`src/rtl/uart_pkg.sv`:
```
// Shared UART constants: the 13-entry baud table, its default index and the
// rate-select type used by baud_gen_multi and baud_tick_core.
package uart_pkg;

  localparam int NUM_BAUDS   = 13;
  localparam int DEFAULT_IDX = 3;

  typedef logic [3:0] baud_sel_t;

  localparam int unsigned BAUD_TABLE [NUM_BAUDS] = '{
    1200, 2400, 4800, 9600, 19200, 28800, 38400,
    57600, 76800, 115200, 230400, 460800, 921600
  };

  // Indices past the end of the table fall back to the default rate.
  function automatic int unsigned baud_rate(input baud_sel_t idx);
    int unsigned r;
    r = BAUD_TABLE[DEFAULT_IDX];
    for (int i = 0; i < NUM_BAUDS; i++) begin
      if (idx == baud_sel_t'(i)) r = BAUD_TABLE[i];
    end
    return r;
  endfunction

endpackage

```
`src/rtl/baud_tick_core.sv`:
```
// Oversample tick source: integer divider by default, or a phase accumulator
// when BAUD_FRAC_EN is defined. Per-rate constants are folded at elaboration.
module baud_tick_core
  import uart_pkg::*;
#(
  parameter int CLK_FREQ   = 50_000_000,
  parameter int OVERSAMPLE = 16,
  parameter int ACC_W      = 32
) (
  input  logic      clk,
  input  logic      arst_n,
  input  logic      en,
  input  baud_sel_t rate,
  output logic      tick
);

`ifdef BAUD_FRAC_EN

  localparam logic [ACC_W:0] CLK_C = (ACC_W+1)'(CLK_FREQ);

  logic [ACC_W-1:0] inc_tab [16];
  logic [ACC_W-1:0] acc;
  logic [ACC_W:0]   sum;

  for (genvar i = 0; i < 16; i++) begin : g_inc
    localparam longint INC = longint'(baud_rate(baud_sel_t'(i))) * longint'(OVERSAMPLE);
    assign inc_tab[i] = ACC_W'(INC);
  end

  // One spare bit so acc+inc never wraps before the compare.
  assign sum = {1'b0, acc} + {1'b0, inc_tab[rate]};

  always_ff @(posedge clk or negedge arst_n) begin
    if (!arst_n) begin
      acc  <= '0;
      tick <= 1'b0;
    end else if (!en) begin
      acc  <= '0;
      tick <= 1'b0;
    end else if (sum >= CLK_C) begin
      acc  <= ACC_W'(sum - CLK_C);
      tick <= 1'b1;
    end else begin
      acc  <= sum[ACC_W-1:0];
      tick <= 1'b0;
    end
  end

`else

  logic [ACC_W-1:0] div_tab [16];
  logic [ACC_W-1:0] cnt;
  logic [ACC_W-1:0] last;

  for (genvar i = 0; i < 16; i++) begin : g_div
    localparam longint DIV_RAW =
      longint'(CLK_FREQ) / (longint'(baud_rate(baud_sel_t'(i))) * longint'(OVERSAMPLE));
    assign div_tab[i] = (DIV_RAW < 1) ? ACC_W'(1) : ACC_W'(DIV_RAW);
  end

  assign last = div_tab[rate] - ACC_W'(1);

  // >= rather than == so a rate switch to a shorter divisor can never skip the wrap.
  always_ff @(posedge clk or negedge arst_n) begin
    if (!arst_n) begin
      cnt  <= '0;
      tick <= 1'b0;
    end else if (!en) begin
      cnt  <= '0;
      tick <= 1'b0;
    end else if (cnt >= last) begin
      cnt  <= '0;
      tick <= 1'b1;
    end else begin
      cnt  <= cnt + ACC_W'(1);
      tick <= 1'b0;
    end
  end

`endif

endmodule

```
`src/rtl/baud_gen_multi.sv`:
```
// Multi-rate baud generator: select latching, oversample counting and strobes.
// Define BAUD_FRAC_EN to use the fractional phase-accumulator tick core.
module baud_gen_multi
  import uart_pkg::*;
#(
  parameter int CLK_FREQ   = 50_000_000,
  parameter int OVERSAMPLE = 16,
  parameter int ACC_W      = 32
) (
  input  logic      clk,
  input  logic      arst_n,
  input  logic      en,
  input  baud_sel_t baud_sel,
  output logic      tick,
  output logic      bit_tick,
  output logic      sel_err
);

  localparam int              OS_W    = $clog2(OVERSAMPLE);
  localparam logic [OS_W-1:0] OS_LAST = OS_W'(OVERSAMPLE - 1);

  baud_sel_t       act_sel;
  baud_sel_t       rate;
  logic [OS_W-1:0] os_cnt;

  // Only pick up a new rate at a period boundary (or while idle).
  always_ff @(posedge clk or negedge arst_n) begin
    if (!arst_n) begin
      act_sel <= baud_sel_t'(DEFAULT_IDX);
    end else if (!en || tick) begin
      act_sel <= baud_sel;
    end
  end

  assign sel_err = (act_sel >= baud_sel_t'(NUM_BAUDS));
  assign rate    = sel_err ? baud_sel_t'(DEFAULT_IDX) : act_sel;

  baud_tick_core #(
    .CLK_FREQ  (CLK_FREQ),
    .OVERSAMPLE(OVERSAMPLE),
    .ACC_W     (ACC_W)
  ) u_core (
    .clk   (clk),
    .arst_n(arst_n),
    .en    (en),
    .rate  (rate),
    .tick  (tick)
  );

  always_ff @(posedge clk or negedge arst_n) begin
    if (!arst_n) begin
      os_cnt <= '0;
    end else if (!en) begin
      os_cnt <= '0;
    end else if (tick) begin
      os_cnt <= (os_cnt == OS_LAST) ? '0 : os_cnt + OS_W'(1);
    end
  end

  assign bit_tick = tick && (os_cnt == OS_LAST);

endmodule

```
`config.mk`:
```
export PLATFORM = sky130hd
export DESIGN_NAME = baud_gen_multi
export DESIGN_NICKNAME = d
export VERILOG_FILES = /design/src/rtl/uart_pkg.sv /design/src/rtl/baud_tick_core.sv /design/src/rtl/baud_gen_multi.sv
export SDC_FILE = /design/constraint.sdc
export NUM_CORES = 1
export LEC_CHECK = 0
export ABC_AREA = 1
export CAP_MARGIN = 10
export CORE_ASPECT_RATIO = 2
export CORE_MARGIN = 5
export CORE_UTILIZATION = 52
export CTS_CLUSTER_SIZE = 25
export DETAILED_ROUTE_END_ITERATION = 12
export HOLD_SLACK_MARGIN = 0.05
export PLACE_DENSITY = 0.69
export SYNTH_ARGS = -nofsm -noshare
export SYNTH_HDL_FRONTEND = slang
export SYNTH_HIERARCHICAL = 1
export SYNTH_SLANG_ARGS = --single-unit
```
`constraint.sdc`:
```
create_clock -name clk -period 11.25 [get_ports clk]
set_clock_uncertainty 0.2 [all_clocks]
set_input_delay 2.25 -clock clk [delete_from_list [all_inputs] [get_ports clk]]
set_output_delay 2.25 -clock clk [all_outputs]
set_load 0.01 [all_outputs]
```
==> flow_summary.ini <==
[logic_synthesis]
synth-seq-cells = 41
syn_inst = 540
synthesis.area_mm2 = 0.00371
syn-mean-instance-area_um2 = 6.87
seq_area_frac_synth = 0.277
yosysUniqueCellTypes = 41
syn_nets = 589
yosysWarnings = 6

[timing]
finalCriticalPeriod_ns = 4.85
finalSetupViolCount = 0
rsz0062_at_grt = false
fmax_mhz = 206
tns_ns = 0
tightest_slew_ns = 1.11
slew_headroom = 0.257
finalMaxSlewViolations = 0
min_period_over_period = 0.431
finalHoldViolCount = 0

[critical_path]
crit_family = simple AND/OR/NAND/NOR gates
critPathMaxFanout = 32
crit_path_frequent_cell = nand2_1
start_kind = flop
cp.required_ns = 11.17
cpMaxStageDelayCell = nand2_1
critPathBufInv = 6
critPathCaptureType = flop
critPathKind = flop to flop
critPathMaxStageDelay_ns = 0.81
worstPathArrival_ns = 4.77

[clock_network]
postCtsSetupRepairBufs = 0
cts_buffers = 5
clockBufferDepth = 2
cts_root_buf = clkbuf_16
cts_tree = built
ctsResizeCount = 0
cts_hold_buf = 0
cts_htree_levels = 2
cts_num_sinks = 41
clock_latency_ns = 0.28
clk_pin_slew_ns = 0.06

[detailed_routing]
first_iter_violations = 203
vias = 3574
routed_via_density = 5.58
route.detailed.drc = 0
wl_per_cell_um = 15.4
ant_nets = 0
wirelength_um = 9840
dr.pass1.iters = 5

[layout]
layout_common_cells = nand2_1, nor2_1, inv_1
final_nets = 598
final_common_cell = nand2_1
stdcell_area_mm2 = 0.00404
diodes = 0
areaGrowthSynthToFinish_pct = 8.87
drive_gt1_frac = 0.0964

[global_routing]
grt_usage = 0.230
antenna_found_initial = 0
grt_start_max_net_pins = 42
grt_pass1_wl_um = 16400
grt_overflow = 0
grt_pass1_vias = 3499

[placement]
io_buffers = 9
routabilityCongestion = 0.935
dp.final_hpwl_um = 8030
dpl-instance-area_mm2 = 0.00387

[die]
num_rows = 43
dieArea_mm2 = 0.00903
fp.dieW_um = 69.7
start_util = 0.535
core_mm2 = 0.00694
io_pins = 10
dieHeight_um = 129

[run_status]
outcome = finished, final reports clean

[power_and_ir_drop]
pwr_density_cell_mw_per_mm2 = 110
power.leakage_uw = 0.00191
max-vdd-ir-drop_uv = 93.5

[hold_path]
min_path_type = flop to flop

[flow_run]
maxCapViolCount = 0
-- power breakdown --
part,switching (uW),internal (uW),total [uW]
clock network,58.9,105,164
registers,2.66,151,153
logic,86.7,42.1,129
total,148,298,446
-- metal layers --
| metal | global-route usage | share of wire | routed length (um) |
|---|---|---|---|
| met5 | 0 | 0 | 0 |
| met4 | 0.167 | 0.088 | 866 |
| met3 | 0.0241 | 0.027 | 270 |
| met2 | 0.457 | 0.55 | 5390 |
| met1 | 0.209 | 0.34 | 3310 |
-- worst reg2reg max path: cells and delay by family (launching register included) --
family / cells / cell delay, ns
compound gates: 2 / 0.17
simple gates: 16 / 2.19
fa+ha+maj: 3 / 0.94
buf+inv: 6 / 0.50
flops: 1 / 0.53
xor+xnor: 1 / 0.17
-- worst paths after layout --
kind | cells past startpoint | slack [ns] | to | startpoint
max in group asynchronous | 1 | 8.39 | u_core/cnt[28] | arst_n
hold / removal | 2 | 0.31 | act_sel[0] | act_sel[0]
setup / recovery | 28 | 6.40 | u_core/cnt[29] | act_sel[1]
hold reg to reg | 2 | 0.31 | act_sel[0] | act_sel[0]
setup reg to reg | 28 | 6.40 | u_core/cnt[29] | act_sel[1]
min in group asynchronous | 1 | 1.89 | os_cnt[0] | arst_n
-- area by class of cell --
cell class                      instances  area, um2
Multi-Input combinational cell        425       2390
Clock inverter                          2       38.8
Fill cell                             667       2900
Inverter                               66        248
Clock buffer                            6        129
Sequential cell                        41       1030
Tap cell                               90        113
Timing Repair Buffer                   10       92.6
-- state kept, by name, indices dropped and copies added (netlist names) --
name and flops:
os_cnt 4, u_core/cnt 32, u_core/tick 1, act_sel 4
-- logic make-up after synthesis --
family | Yosys count | share of synthesized area
compound gates | 64 | 0.0985
fa+ha+maj | 42 | 0.142
flops | 41 | 0.277
simple gates | 313 | 0.390
buf+inv | 74 | 0.0786
xor+xnor | 6 | 0.0142
-- per-stage QoR --
step / total power (uW) / utilization / hold slack (ns) / cells / worst slack, ns
6_report: 446 / 0.582 / 0.306 / 640 / 6.40
5_1_grt: 474 / 0.582 / 0.330 / 640 / 5.97
4_1_cts: 450 / 0.582 / 0.315 / 640 / 6.39
3_5_place_dp: 285 / 0.558 / 0.304 / 632 / 6.41
3_3_place_gp: 282 / 0.558 / 0.301 / 632 / 6.53
2_1_floorplan: 252 / - / 0.269 / 540 / 7.41
-- Yosys cell counts, drive strengths merged --
library cell / n / area share
nor2: 92 / 0.11
clkbuf: 1 / 0.0010
clkinv: 2 / 0.0020
ha: 42 / 0.14
buf: 7 / 0.011
and3: 1 / 0.0017
o21bai: 2 / 0.0040
o21a: 1 / 0.0020
xor2: 6 / 0.014
dfrtp: 39 / 0.26
or2: 3 / 0.0051
nand4: 13 / 0.022
dfstp: 2 / 0.014
nand2: 146 / 0.15
nand3b: 1 / 0.0030
inv: 64 / 0.065
o31ai: 1 / 0.0020
a21boi: 2 / 0.0040
a21o: 5 / 0.010
o211ai: 2 / 0.0054
nor3b: 2 / 0.0040
a21oi: 27 / 0.037
o21ai: 24 / 0.033
nor3: 9 / 0.018
nor4: 2 / 0.0034
nand3: 44 / 0.067
Power figures use the tool's default switching activity.
